===== src/rtl/cache_arb_pkg.sv =====
// Shared state encoding, policy constants and default widths for the
// cache-line arbiter and its picker.
package cache_arb_pkg;

  typedef enum logic [1:0] {
    IDLE  = 2'd0,
    ISSUE = 2'd1,
    WAIT  = 2'd2,
    DONE  = 2'd3
  } arb_state_e;

  localparam logic ARB_MODE_FIXED = 1'b0;
  localparam logic ARB_MODE_RR    = 1'b1;

  localparam int DEF_LINE_W    = 128;
  localparam int DEF_ADDR_BITS = 15;

endpackage


===== src/rtl/arb_rr_picker.sv =====
// Combinational one-hot picker: lowest-index candidate in fixed mode, first
// candidate at or after ptr (wrapping) in round-robin mode.
module arb_rr_picker
  import cache_arb_pkg::*;
#(
  parameter int N = 2
)(
  input  logic [N-1:0]         cand,
  input  logic [$clog2(N)-1:0] ptr,
  input  logic                 mode,
  output logic [N-1:0]         grant,
  output logic [$clog2(N)-1:0] idx,
  output logic                 any
);

  localparam int IDX_W = $clog2(N);

  int pick_start;
  int pick_pos;

  always_comb begin
    grant      = '0;
    idx        = '0;
    any        = 1'b0;
    pick_pos   = 0;
    pick_start = (mode == ARB_MODE_RR) ? int'(ptr) : 0;
    // An out-of-range pointer (non power-of-two N) falls back to index 0.
    if (pick_start >= N) pick_start = 0;
    for (int i = 0; i < N; i++) begin
      pick_pos = pick_start + i;
      if (pick_pos >= N) pick_pos = pick_pos - N;
      if (!any && cand[pick_pos]) begin
        any             = 1'b1;
        grant[pick_pos] = 1'b1;
        idx             = IDX_W'(pick_pos);
      end
    end
  end

endmodule


===== src/rtl/cache_line_arbiter.sv =====
// Arbitrates NUM_CH cache/crypto channels onto the single-port line BRAM,
// holding the grant for a whole access. Optional watchdog: CACHE_ARB_TIMEOUT_EN.
module cache_line_arbiter
  import cache_arb_pkg::*;
#(
  parameter int NUM_CH         = 2,
  parameter int ADDR_BITS      = DEF_ADDR_BITS,
  parameter int LINE_W         = DEF_LINE_W,
  parameter int RR_MODE        = 0,
  parameter int TIMEOUT_CYCLES = 255
)(
  input  logic                        sys_clock,
  input  logic                        reset,
  input  logic [NUM_CH-1:0]           ch_req,
  input  logic [NUM_CH-1:0]           ch_write,
  input  logic [NUM_CH*ADDR_BITS-1:0] ch_addr,
  input  logic [NUM_CH*LINE_W-1:0]    ch_wdata,
  output logic [LINE_W-1:0]           ch_rdata,
  output logic [NUM_CH-1:0]           ch_rdy,
  output logic                        mem_req,
  output logic                        mem_write,
  output logic [ADDR_BITS-1:0]        mem_addr,
  output logic [LINE_W-1:0]           mem_wdata,
  input  logic [LINE_W-1:0]           mem_rdata,
  input  logic                        mem_valid,
  output logic [NUM_CH-1:0]           grant_o,
  output logic                        busy_o,
  output logic                        timeout_o
);

  localparam int   IDX_W    = $clog2(NUM_CH);
  localparam logic ARB_MODE = (RR_MODE != 0) ? ARB_MODE_RR : ARB_MODE_FIXED;

  if (NUM_CH < 2 || NUM_CH > 8 || TIMEOUT_CYCLES < 1) begin : g_param_check
    $error("cache_line_arbiter: NUM_CH must be 2..8 and TIMEOUT_CYCLES >= 1");
  end

  // Handshake: a channel raises ch_req (level) with write/addr/wdata and holds
  // it until its one-cycle ch_rdy pulse; ch_rdata is valid in that same cycle.
  // Fields are latched at grant, so later changes never affect the access.
  arb_state_e        state;
  logic [IDX_W-1:0]  owner;
  logic [IDX_W-1:0]  rr_ptr;
  logic [NUM_CH-1:0] served_mask;
  logic [NUM_CH-1:0] cand;
  logic [NUM_CH-1:0] pick_grant;
  logic [IDX_W-1:0]  pick_idx;
  logic              pick_any;
  logic              sel_write;
  logic [ADDR_BITS-1:0] sel_addr;
  logic [LINE_W-1:0]    sel_wdata;

`ifdef CACHE_ARB_TIMEOUT_EN
  localparam int TO_W = $clog2(TIMEOUT_CYCLES + 1);
  logic [TO_W-1:0] wait_cnt;
`endif

  // The previous owner is hidden for one IDLE cycle so a registered requester
  // whose req lags its ch_rdy by a cycle is not served twice.
  assign cand = ch_req & ~served_mask;

  arb_rr_picker #(.N(NUM_CH)) u_picker (
    .cand  (cand),
    .ptr   (rr_ptr),
    .mode  (ARB_MODE),
    .grant (pick_grant),
    .idx   (pick_idx),
    .any   (pick_any)
  );

  always_comb begin
    sel_write = 1'b0;
    sel_addr  = '0;
    sel_wdata = '0;
    for (int i = 0; i < NUM_CH; i++) begin
      if (pick_grant[i]) begin
        sel_write = ch_write[i];
        sel_addr  = ch_addr[i*ADDR_BITS +: ADDR_BITS];
        sel_wdata = ch_wdata[i*LINE_W +: LINE_W];
      end
    end
  end

  always_ff @(posedge sys_clock) begin
    if (reset) begin
      state       <= IDLE;
      owner       <= '0;
      rr_ptr      <= '0;
      served_mask <= '0;
      ch_rdata    <= '0;
      ch_rdy      <= '0;
      mem_req     <= 1'b0;
      mem_write   <= 1'b0;
      mem_addr    <= '0;
      mem_wdata   <= '0;
      grant_o     <= '0;
      busy_o      <= 1'b0;
      timeout_o   <= 1'b0;
`ifdef CACHE_ARB_TIMEOUT_EN
      wait_cnt    <= '0;
`endif
    end else begin
      ch_rdy    <= '0;
      timeout_o <= 1'b0;
      case (state)
        IDLE: begin
          served_mask <= '0;
          if (pick_any) begin
            owner     <= pick_idx;
            grant_o   <= pick_grant;
            mem_req   <= 1'b1;
            mem_write <= sel_write;
            mem_addr  <= sel_addr;
            mem_wdata <= sel_wdata;
            busy_o    <= 1'b1;
            state     <= ISSUE;
          end
        end
        ISSUE: begin
          // A completion strobe during ISSUE cannot belong to this access.
          state <= WAIT;
`ifdef CACHE_ARB_TIMEOUT_EN
          wait_cnt <= '0;
`endif
        end
        WAIT: begin
          if (mem_valid) begin
            ch_rdata  <= mem_rdata;
            ch_rdy    <= grant_o;
            mem_req   <= 1'b0;
            mem_write <= 1'b0;
            state     <= DONE;
          end
`ifdef CACHE_ARB_TIMEOUT_EN
          else if (wait_cnt == TO_W'(TIMEOUT_CYCLES - 1)) begin
            ch_rdata  <= '0;
            ch_rdy    <= grant_o;
            timeout_o <= 1'b1;
            mem_req   <= 1'b0;
            mem_write <= 1'b0;
            state     <= DONE;
          end else begin
            wait_cnt <= wait_cnt + 1'b1;
          end
`endif
        end
        DONE: begin
          served_mask <= grant_o;
          if (ARB_MODE == ARB_MODE_RR) begin
            rr_ptr <= (owner == IDX_W'(NUM_CH - 1)) ? '0 : owner + 1'b1;
          end
          grant_o <= '0;
          busy_o  <= 1'b0;
          state   <= IDLE;
        end
        default: state <= IDLE;
      endcase
    end
  end

endmodule


===== config.mk =====
export PLATFORM = sky130hd
export DESIGN_NAME = cache_line_arbiter
export DESIGN_NICKNAME = d
export VERILOG_FILES = /design/src/rtl/cache_arb_pkg.sv /design/src/rtl/arb_rr_picker.sv /design/src/rtl/cache_line_arbiter.sv
export SDC_FILE = /design/constraint.sdc
export NUM_CORES = 1
export LEC_CHECK = 0
export ABC_AREA = 0
export CORE_AREA = 2 2 271 273
export CTS_CLUSTER_DIAMETER = 100
export CTS_CLUSTER_SIZE = 20
export DETAILED_ROUTE_END_ITERATION = 8
export DIE_AREA = 0 0 273 275
export PLACE_DENSITY = 0.37
export SYNTH_ARGS = -nofsm -noshare
export SYNTH_HDL_FRONTEND = slang
export SYNTH_SLANG_ARGS = --single-unit
export TNS_END_PERCENT = 5

===== constraint.sdc =====
create_clock -name sys_clock -period 2.8 [get_ports sys_clock]
set_input_delay 0.56 -clock sys_clock [delete_from_list [all_inputs] [get_ports sys_clock]]
set_output_delay 0.56 -clock sys_clock [all_outputs]
set_load 0.005 [all_outputs]

* Word-level counts from Yosys, hierarchy flattened
Cells that the tools add are included. Widths: inputs -> output; s select.
Word-level totals: bits in registers 282
Operators by class: equality and inequality tests 5, mux-type cells 22, bitwise gates (word level) 4, reduce and logical (&&, ||, !) cells 11
Operators with widths (count):
- $mux 128 | 2
- $mux 15 | 2
- $mux 1 | 8
- $mux 2 | 4
- $pmux 2 s2 | 2
- $pmux 2 s4 | 1
- $reduce_and 2->1 | 4
- $pmux 1 s2 | 3
- $eq 2x2->1 const B | 2
- $ne 2x2->1 const B | 2
- $reduce_bool 2->1 | 2
- $reduce_and 3->1 | 1
- $reduce_or 3->1 | 1
- $and 2x2->2 | 1
- $eq 2x1->1 const B | 1
- $logic_not 2->1 | 1
- $not 1->1 | 2
- $not 2->2 | 1
- $logic_and 1x1->1 | 1
- $logic_not 1->1 | 1

* Logic depth before layout (Yosys ltp)
word-level depth 10, gate-level depth with buffers 9, gate-level depth less buffers 6

* By module
Synthesis repeated with hierarchy kept, for this count alone.
Unflattened totals: cells, all modules 1276, area total of the unflattened synthesis 11328.4 µm²
Modules (own cells, without submodules):
- cache_line_arbiter | instances 1, cells each 1270, area an instance 11293.3 µm², seq. area each 5645.4 µm²
- arb_rr_picker | instances 1, cells each 6, area an instance 35.0 µm², seq. area each 0.0 µm²

* Worst setup path after synthesis
Ideal clock, no wire load.
path type in2reg, start point input port ch_req[1], end point register mem_wdata[105], setup time 130 ps, data arrival time 1567 ps, setup slack 1103 ps, cell stages on the path 8, buffers on the path 4, path through nand2b_1 buf_6 a21bo_1 buf_6 buf_6 buf_6 a221oi_2 nor3_2
Between the ends: cells in the longest elaborated chain, start to end 4, elaborated cells between the ends (all ways) 6, classes of those cells 3 x mux; 1 x bitwise; 2 x reduce/logical
Ends and longest elaborated chain:
- start: declaration | RTL line cache_line_arbiter.sv:14 | input logic [NUM_CH-1:0] ch_req,
- $and 2x2->2 (*) | RTL line cache_line_arbiter.sv:60 | assign cand = ch_req & ~served_mask;
- $logic_and 1x1->1 (*) | RTL line arb_rr_picker.sv:32 | if (!any && cand[pick_pos]) begin
- $mux 2 or $mux 1 (tied branches) | RTL line arb_rr_picker.sv:32
- $mux 128 or $reduce_and 2->1 (tied branches)
- end signal: assignment | RTL line cache_line_arbiter.sv:114 | mem_wdata <= sel_wdata;
- end: declaration | RTL line cache_line_arbiter.sv:23 | output logic [LINE_W-1:0] mem_wdata,
Mark *: on every way between the ends. The rest lies on a longest branch, timed or not. A chain may end at the register's enable or synchronous reset.

* Worst setup path after layout
start point register grant_o[1], end point output port grant_o[1]
RTL lines:
- start: declaration | RTL line cache_line_arbiter.sv:26 | output logic [NUM_CH-1:0] grant_o,
- start signal: assignment | RTL line cache_line_arbiter.sv:110 | grant_o <= pick_grant;
No word-level cell between the ends.

==> metrics <==
outcome completed; kind of cell adding the most delay to the critical path buffers and inverters; FF+latch count, synth 282; area growth from synthesis to layout 81.7%; Vias/cell roughly 4.1; Sw Share 0.354; I/O Buffers ~700; crit path DAT around 1.7 ns; initial core utilization 0.153; CP Max Fanout 4; CTS H-tree lvls 1; Worst Skew ~0.032 ns; CTS tree done; clk slew on worst S/H paths around 0.090 ns; Final Max Tran Viols 0; die area approximately 0.075 mm2; First DRT Iteration DRCs ~490; post-synth top area cell dfxtp_1; Num CTS Buffers 23; Vias around 12,000; Reg power frac 0.355; crit-path cells clkdlybuf4s50_1; DR pass1 iterations 4; clock network power share 0.221; Pwr Total between 0.015 and 0.02 W; worst vdd ir approximately 350 uV; power per cell area a little under 800 mW/mm2; CP Class register to output port; All-Layer GR Usage 0.142; Ports 700; # setup viols final 0; dpl hpwl between 40,000 and 50,000 um; list of most frequent post-synthesis cells dfxtp_1, nand2_1, nor2_1; CP max-delay cell clkdlybuf4s50_1; Startpoint Class register; Critical Path RT around 2.2 ns; RSZ-0062 raised after global routing no; endpoints failing hold 0; vias in the first global route around 12,000; Syn Inst Count 1,272; # fillers slightly below 8,000; WL per Instance between 15 and 20 um; Top FF cell, synth dfxtp_1; # resized after CTS 0; Worst-Margin Slew 0.577 ns; FMAX between 400 and 500 MHz; Mapped Area roughly 0.011 mm2; Max-slew headroom 0.615; Synth area leaders dfxtp_1, nand2_1, a221oi_2; Placed Instances 2,860; ys async rst share 0; Worst path max stage delay about 0.60 ns; Post-CTS Hold Buffers 0; Avg Cell Area, Syn approximately 8.7 um2; # DRC 0; Final Routed Wirelength 56,800 um; most numerous cell in the Yosys netlist dfxtp_1; Hold Path Depth 2; synth unique cells 32; Switch Pwr 0.00547 W; syn_nets around 1,700; Die Wd 273 um; Min-Delay Startpoint reset; hold endpoint ch_rdata[37]; clock insertion delay at the later pin of the skew report about 0.57 ns; filler-free cell count of the finished design around 2,900; R2R setup slack between 0.7 and 0.8 ns; EDFF count, synth 0; chip height ~280 um; post-layout min period between 2 and 2.5 ns; reg-to-reg startpoint state[0]; area share of the largest cell type after synthesis 0.509; Final Cycle Share 0.793; num rows 99; Synth warnings 0; initial antenna violation count 4; reg2reg end mem_addr[6]; FF-to-FF path depth 7; combined buffer and inverter count along the critical path 1; Nets about 2,400; layout cell share with drive strength beyond 1 0.0827; Worst setup EP type output port; Gate power share 0.424; Int Pwr between 0.009 and 0.01 W; HP Class input port to register; Pleak roughly 7 nW; Post-CTS Setup Bufs 0; register area share after synthesis 0.509; clock sinks between 200 and 300; GPL Wtd Cong about 0.80; total of max-cap violations 0; largest net degree at the start of global routing 66; Root Driver clkbuf_16; grt total ovfl 0; maximum clock path buffer count 3; number of routed nets with antenna violations 0; first-pass GRT wire length slightly above 80,000 um; area of the core 0.0723 mm2; Fin Setup TNS 0 ns
==> worst max-delay path by stage <==
stage	from	endpoint	slack, ns	depth (start not counted)
final	grant_o[1]	grant_o[1]	0.58	1
after global routing	grant_o[1]	grant_o[1]	0.49	1
after CTS	grant_o[1]	grant_o[1]	0.50	1
after detailed placement	ch_req[1]	mem_addr[6]	0.29	7
after global placement	ch_req[1]	mem_addr[6]	0.30	7
after floorplan	ch_req[1]	mem_wdata[105]	1.10	8
==> final cells by class <==
cell class	count	area (um2)	share of cell area
Inverter	4	15.0	0.000746
Timing Repair Buffer	755	7710	0.383
Sequential cell	282	5650	0.280
Clock buffer	23	576	0.0286
Antenna cell	2	5.00	0.000249
Tap cell	959	1200	0.0596
Clock inverter	11	143	0.00708
Multi-Input combinational cell	860	4850	0.241
==> stage by stage <==
stage / worst slack, ns / util / hold WS (ns) / cell area (um2)
after detailed placement: 0.290 / 0.268 / 0.446 / 19400
after global placement: 0.300 / 0.268 / 0.442 / 19400
final: 0.579 / 0.278 / 0.445 / 20100
after floorplan: 1.10 / - / 0.446 / 11100
after CTS: 0.496 / 0.278 / 0.414 / 20100
after global routing: 0.488 / 0.278 / 0.427 / 20100
==> power by group through the flow <==
stage               logic (W)  clock network, W  registers, W
floorplan             0.00280                 0       0.00557
global placement      0.00667                 0       0.00557
detailed placement    0.00666                 0       0.00558
CTS                   0.00669           0.00362       0.00551
global route          0.00718           0.00378       0.00561
finish                0.00656           0.00342       0.00549
==> registers in the layout, summed over array words and instances, names as in the netlist <==
register     flops
busy_o           1
mem_req          1
served_mask      2
grant_o          2
mem_wdata      128
mem_write        1
ch_rdata       128
mem_addr        15
ch_rdy           2
state            2
==> metal layers <==
layer  global-route usage  vias up  share of wire
met1                0.164     5570           0.40
met2                0.255      448           0.50
met4               0.0293        4          0.015
met3               0.0473       47          0.089
met5                    0        -        0.00041
li1                     -     5785              -
==> cell families after synthesis <==
family          after synthesis  synth area share
compound gates              285             0.214
fa+ha+maj                     5           0.00564
buf+inv                     130            0.0561
flops                       282             0.509
mux                           2           0.00181
other cells                   1          0.000338
simple gates                567             0.213
==> layout by cell type, fill, tap and decap left out, drive strengths merged <==
master,n
dfxtp,282
inv,12
or3b,1
mux2i,2
and2,1
nor2,152
nand3b,2
clkdlybuf4s50,697
a22oi,1
a21boi,1
buf,58
a31oi,2
a311oi,1
nand2b,5
nor3b,2
diode,2
a221oi,143
a21oi,132
ha,5
a21bo,1
a32oi,1
o32ai,2
a211oi,1
conb,1
nor3,144
clkbuf,23
nor2b,1
nand2,259
clkinv,3
Note: power is estimated with default switching activity, not from simulation.
